$ cat src/rtl/image_pixel_streamer.sv
// Image ROM sequencer: streams one stored image, pixel by pixel, over a
// valid/ready handshake through a single-entry registered output stage.
module image_pixel_streamer #(
    parameter int IMG_PIXELS = 784,
    parameter int NUM_IMAGES = 10,
    parameter int ADDR_W     = 13,
    parameter int IDX_W      = 10
) (
    input  logic              clk,
    input  logic              rst_n,
    input  logic              start,
    input  logic [3:0]        img_sel,
    output logic              busy,
    output logic              done,
    output logic              sel_err,
    output logic [ADDR_W-1:0] rom_addr,
    input  logic [7:0]        rom_data,
    output logic [7:0]        pix_data,
    output logic [IDX_W-1:0]  pix_idx,
    output logic              pix_valid,
    output logic              pix_last,
    input  logic              pix_ready
);

    typedef enum logic [1:0] {
        IDLE,
        STREAM,
        DONE
    } state_t;

    localparam logic [IDX_W-1:0] PIX_N    = IDX_W'(IMG_PIXELS);
    localparam logic [IDX_W-1:0] PIX_LAST = IDX_W'(IMG_PIXELS - 1);
    localparam logic [3:0]       SEL_N    = 4'(NUM_IMAGES);

    state_t            state;
    logic [IDX_W-1:0]  rd_cnt;
    logic [ADDR_W-1:0] base;
    logic [IDX_W-1:0]  rd_clamp;
    logic              more;
    logic              hs;
    logic              load;

    assign more = rd_cnt < PIX_N;
    assign hs   = pix_valid & pix_ready;
    assign load = (state == STREAM) && more && (!pix_valid || pix_ready);

    // Keep the address inside the selected image once every pixel is read.
    assign rd_clamp = more ? rd_cnt : PIX_LAST;
    assign rom_addr = (state == STREAM) ? base + ADDR_W'(rd_clamp) : '0;

    always_ff @(posedge clk or negedge rst_n) begin
        if (!rst_n) begin
            state     <= IDLE;
            rd_cnt    <= '0;
            base      <= '0;
            busy      <= 1'b0;
            done      <= 1'b0;
            sel_err   <= 1'b0;
            pix_data  <= '0;
            pix_idx   <= '0;
            pix_valid <= 1'b0;
            pix_last  <= 1'b0;
        end else begin
            done    <= 1'b0;
            sel_err <= 1'b0;
            unique case (state)
                IDLE: begin
                    if (start) begin
                        if (img_sel < SEL_N) begin
                            base   <= ADDR_W'(img_sel) * ADDR_W'(IMG_PIXELS);
                            rd_cnt <= '0;
                            busy   <= 1'b1;
                            state  <= STREAM;
                        end else begin
                            sel_err <= 1'b1;
                        end
                    end
                end
                STREAM: begin
                    if (load) begin
                        pix_data  <= rom_data;
                        pix_idx   <= rd_cnt;
                        pix_valid <= 1'b1;
                        pix_last  <= (rd_cnt == PIX_LAST);
                        rd_cnt    <= rd_cnt + 1'b1;
                    end else if (hs) begin
                        pix_valid <= 1'b0;
                        pix_last  <= 1'b0;
                    end
                    if (hs && pix_last) begin
                        done  <= 1'b1;
                        state <= DONE;
                    end
                end
                DONE: begin
                    busy  <= 1'b0;
                    state <= IDLE;
                end
                default: state <= IDLE;
            endcase
        end
    end

endmodule

$ cat config.mk
export PLATFORM = sky130hd
export DESIGN_NAME = image_pixel_streamer
export DESIGN_NICKNAME = d
export VERILOG_FILES = /design/src/rtl/image_pixel_streamer.sv
export SDC_FILE = /design/constraint.sdc
export NUM_CORES = 1
export LEC_CHECK = 0
export CAP_MARGIN = 10
export CORE_UTILIZATION = 54
export DETAILED_ROUTE_END_ITERATION = 6
export GPL_TIMING_DRIVEN = 1
export MAX_ROUTING_LAYER = met4
export PLACE_DENSITY_LB_ADDON = 0.08
export SKIP_CTS_REPAIR_TIMING = 1
export SLEW_MARGIN = 20
export SYNTH_ARGS = -nofsm -noshare
export SYNTH_HDL_FRONTEND = slang
export SYNTH_SLANG_ARGS = --single-unit
$ cat constraint.sdc
create_clock -name clk -period 5.51 [get_ports clk]
set_input_delay 0.8265 -clock clk [delete_from_list [all_inputs] [get_ports clk]]
set_output_delay 0.8265 -clock clk [all_outputs]
set_load 0.01 [all_outputs]
# Word level (Yosys, flattened, before mapping)
# Index checks and enable logic that the tools add are counted.
word_totals:
  reg_bits: 44
  rom_bits: 0
  inputBits: 16
  output_inout_bits: 36
  ramBits: 0
  latch_bits: 0
  n_memories: 0
  elab_cells: 59
op_classes:
  div_mod_pow: 0
  reduce_logical: 15
  mul: 1
  muxes: 21
  n_bitwise: 1
  n_shift: 0
  eq_ne: 7
  n_lt_le_gt_ge: 2
  n_addsub: 2
op_table:
  columns: ["op", "count"]
  rows:
  - ["10-bit two-way mux", 4]
  - ["10-bit case mux with 2 select lines", 1]
  - ["13-bit by 10-bit adder with 13-bit output", 1]
  - ["13-bit two-way mux", 1]
  - ["10-bit by 1-bit adder with 10-bit output (second input constant)", 1]
  - ["10-bit equality test (second input constant)", 1]
  - ["10-bit < comparator (second input constant)", 1]
  - ["1-bit two-way mux", 10]
  - ["4-bit by 6-bit multiplier with 9-bit output (second input constant)", 1]
  - ["3-bit AND reduction", 3]
  - ["2-bit two-way mux", 3]
  - ["2-bit != test (second input constant)", 3]
  - ["2-bit nonzero test", 3]
  - ["4-bit < comparator (second input constant)", 1]
  - ["2-bit case mux with 2 select lines", 1]
  - ["2-bit AND reduction", 2]
  - ["4-bit AND reduction", 1]
  - ["1-bit logical AND", 3]
  - ["2-bit by 1-bit equality test with 1-bit output (second input constant)", 1]
  - ["2-bit equality test (second input constant)", 1]
  - ["2-bit zero test", 1]
  - ["2-bit by 1-bit != test with 1-bit output (second input constant)", 1]
  - ["1-bit case mux with 2 select lines", 1]
  - ["1-bit AND", 1]
  - ["other kinds (2)", 2]

# Longest topological paths before layout
depth:
  depth_word: 5
  depth_mapped: 9

# Worst setup path before layout
# OpenSTA, ideal clock, no wires.
synth_timing:
  path_type: "flip-flop to output port"
  start: "register rd_cnt[8]"
  end: "output rom_addr[12]"
  t_arrival_ns: 2.160
  slack_ns: 2.524
  stages_incl_launch_ff: 10
  path_cell_list: "dfrtp_1 > clkbuf_1 > a21bo_2 > inv_1 > ha_1 > fa_1 > a21o_1 > a311oi_1 > o21ai_0 > a21oi_1"
synth_via:
  elab_chain_cells: 4
synth_rtl:
  columns: ["element", "line_no", "text"]
  rows:
  - ["start, declared", "36", "logic [IDX_W-1:0] rd_cnt;"]
  - ["start signal, assigned", "85", "rd_cnt <= rd_cnt + 1'b1;"]
  - ["10-bit < comparator", "43", "assign more = rd_cnt < PIX_N;"]
  - ["10-bit two-way mux (*)", "48", "assign rd_clamp = more ? rd_cnt : PIX_LAST;"]
  - ["13-bit by 10-bit adder with 13-bit output (*)", "49", "assign rom_addr = (state == STREAM) ? base + ADDR_W'(rd_clamp) : '0;"]
  - ["13-bit two-way mux (*)", "49", null]
  - ["end, declared", "16", "output logic [ADDR_W-1:0] rom_addr,"]
# Mark *: on every way between the ends. The rest lies on a longest branch, timed or not.

# Final worst setup path
# Ends and elaborated chain as after synthesis.

==> results.sh <==
export IMPL_period_share_pct=69.68
export IMPL_numPortBuffers=51
export IMPL_grt_pass1_wl_mm=7.624
export IMPL_start_util_pct=57.16
export IMPL_cts_root_buf="clkbuf_8"
export IMPL_drt_total_wl_mm=4.895
export IMPL_setup_viol=0
export IMPL_yosys_warnings=0
export IMPL_ff_latch_area_um2=1076
export IMPL_setup_tns_ns=0
export IMPL_finalPower_w=0.001482
export IMPL_cp_end_kind="output pin"
export IMPL_leakage_nw=1.433
export IMPL_finalNetCount=339
export IMPL_grtUsageMet1_pct=32.76
export IMPL_drive_above_1_share_pct=4.870
export IMPL_grt_busiest_layer="met2"
export IMPL_slew_violations=0
export IMPL_fin_worst_skew_ns=0.006399
export IMPL_worstPathRequired_ns=4.68
export IMPL_ant_nets=0
export IMPL_drt_initial_drc_count=122
export IMPL_hold_path_class="reg -> reg"
export IMPL_hold_viol=0
export IMPL_powerDensity_nw_per_um2=502.4
export IMPL_grtUsageMet2_pct=33.42
export IMPL_status="complete, no violations"
export IMPL_grt_ovfl_total=0
export IMPL_start_kind="flip-flop"
export IMPL_clkTransAtPathRegs_ns=0.08
export IMPL_cts_max_path_buffers=2
export IMPL_floorplan_die_area_um2=4593
export IMPL_crit_path_top_delay_cell="clkdlybuf4s50_1"
export IMPL_clkLatencyLatePin_ns=0.29
export IMPL_finalCriticalPeriod_ns=3.840
export IMPL_async_flop_share_pct=100.0
export IMPL_synth_top_cell_by_area="dfrtp_1"
export IMPL_critPathMaxStageDelay_ns=0.57
export IMPL_routedWlPerCell_um=13.67
export IMPL_path_class="reg -> out"
export IMPL_cts_tree="built"
export IMPL_die_y_um=67.77
export IMPL_syn_inst=260
export IMPL_drc=0
export IMPL_gp_congestion=0.8344
export IMPL_synth_area_per_cell_um2=8.985
export IMPL_h_tree_depth=2
export IMPL_ys_top_cells_by_area="dfrtp_1 46%, nand2_1 13%, ha_1 8.0%"
export IMPL_crit_arrival_ns=3.01
export IMPL_max_freq_mhz=260.5
export IMPL_cpLargestDelayFamily="compound AO/OA/AOI/OAI gates"
export IMPL_vdd_drop_max_uv=229.0
export IMPL_synth_edf_count=0
export IMPL_vias=2000
export IMPL_dp_cells=350
export IMPL_synth_seq_cells=43
export IMPL_ios=52
export IMPL_synth_fp_nets=292
export IMPL_place_area_um2=2864
export IMPL_cts_inserted_buffers=5
export IMPL_cts_sinks=43
export IMPL_chipWidth_um=67.77
export IMPL_grt_pass1_vias=1625
export IMPL_grt_use_met3_pct=6.081
export IMPL_area_growth_pct=26.30
export IMPL_seq_area_frac_synth_pct=46.06
export IMPL_multi_input_area_um2=1195
export IMPL_diodes=0
export IMPL_synthDominantCellAreaShare_pct=46.06
export IMPL_instances_no_fill=358
export IMPL_final_cell_area_um2=2950
export IMPL_netlist_area_um2=2336
export IMPL_whs_ns=0.4741
export IMPL_fp_coreArea_um2=4086
export IMPL_hpwl_mm=3.444
export IMPL_path_max_fanout=9
export IMPL_slew_headroom_pct=37.69
export IMPL_ys_types=44
export IMPL_fill_cells=321
export IMPL_path_cells="a21bo_2 -> inv_1 -> ha_1 -> fa_1 -> a21o_1 -> a311oi_1 -> o21ai_0 -> a21oi_1 -> clkdlybuf4s50_1"
export IMPL_synth_main_ff_cell="dfrtp_1"
export IMPL_tightest_slew_ns=0.9347
export IMPL_vias_per_cell=5.587
export IMPL_cp_buffers_inverters=2
export IMPL_rsz0062_at_grt="false"
export IMPL_dr_pass1_iters=4
export IMPL_max_cap_violations=0
export IMPL_placement_rows=23
export IMPL_grt_max_degree=44
export IMPL_gr_usage_all_layers_pct=23.44
export IMPL_antenna_found_initial=0
[flip-flops by register name, summed over array words and instances, names as in the netlist]
| name | cells |
|---|---|
| pix_idx | 10 |
| busy | 1 |
| pix_data | 8 |
| sel_err | 1 |
| base | 8 |
| rd_cnt | 10 |
| pix_last | 1 |
| done | 1 |
| pix_valid | 1 |
| state | 2 |
[kinds of logic (layout without fill, tap and decap cells)]
kind of cell,after synthesis,in the layout,share of synthesized area (%)
adder cells (fa/ha/maj),16,16,8.891
XOR/XNOR,4,4,1.500
AND/OR/NAND/NOR,133,133,25.87
AO/OA/AOI/OAI,43,43,13.07
buffers and inverters,17,65,2.839
multiplexers,4,4,1.768
flip-flops,43,43,46.06
[metal layers]
metal	routed length [um]	vias to the layer above	share of wire, %
li1	-	987	-
met1	2479	948	51
met3	239	5	4.9
met4	45	0	0.92
met5	0	-	0
met2	2130	60	44
[synth_stat cells (2+ instances only)]
cell and instances:
a211o_1 2, a211oi_1 4, a21o_1 2, a21oi_1 7
a31oi_1 3, and2_1 7, and3_1 3, buf_2 2
clkbuf_1 9, dfrtp_1 43, ha_1 15, inv_1 5
mux2i_1 3, nand2_1 82, nand2b_1 2, nand3_1 6
nor2_1 13, nor2b_1 4, nor3b_1 3, nor4b_1 2
o211ai_1 5, o21a_1 2, o21ai_0 7, o31ai_1 4
or3_1 2, or4_1 3, xnor2_1 3
[per-stage QoR]
stage	utilization, %	worst slack [ns]
after floorplan	-	2.524
after global placement	70.09	2.076
after detailed placement	70.09	1.967
after CTS	72.17	1.634
after global routing	72.20	1.464
final	72.20	1.670
[layout make-up]
| type | instances | area share [%] |
|---|---|---|
| clock inverters | 2 | 0.4241 |
| multi-input cells | 200 | 40.50 |
| clock buffers | 6 | 2.460 |
| inverters | 5 | 0.6361 |
| repair buffers | 52 | 17.39 |
| flip-flops and latches | 43 | 36.47 |
| well taps | 50 | 2.120 |
[where the power goes]
| group | switching (W) | total, W | leakage (nW) | internal [W] |
|---|---|---|---|---|
| clock | 0.000102 | 0.000191 | 0.0412 | 0.0000885 |
| combinational | 0.000370 | 0.000765 | 0.844 | 0.000396 |
| sequential | 0.0000982 | 0.000526 | 0.547 | 0.000428 |
[placed cells by master, fill, tap and decap left out, types with 2 or more instances in the layout]
cell type,netlist,final
a211o_1,2,2
a211oi_1,4,4
a21o_1,2,2
a21oi_1,7,7
a31oi_1,3,3
and2_1,7,7
and3_1,3,3
clkbuf_8,0,5
clkdlybuf4s50_1,0,50
dfrtp_1,43,43
ha_1,15,15
inv_1,5,5
mux2i_1,3,3
nand2_1,82,82
nand2b_1,2,2
nand3_1,6,6
nor2_1,13,13
nor2b_1,4,4
nor3b_1,3,3
nor4b_1,2,2
o211ai_1,5,5
o21a_1,2,2
o21ai_0,7,7
o31ai_1,4,4
or3_1,2,2
or4_1,3,3
xnor2_1,3,3
[final timing paths]
kind                              from      endpoint  slack, ns  cells past startpoint
max in group asynchronous        rst_n      base[12]       4.25                      1
min in group asynchronous        rst_n       sel_err       0.67                      1
min                        pix_data[6]   pix_data[6]       0.47                      2
min reg2reg                pix_data[6]   pix_data[6]       0.47                      2
max                          rd_cnt[8]  rom_addr[12]       1.67                      9
max reg2reg                   state[1]     rd_cnt[8]       2.98                      4
[worst reg2reg max path, delay by kind of cell, from the launching register on]
family,cells,cell delay (ns)
simple gates,2,1.13
compound gates,2,0.94
flops,1,0.40
Power figures use the tool's default switching activity.
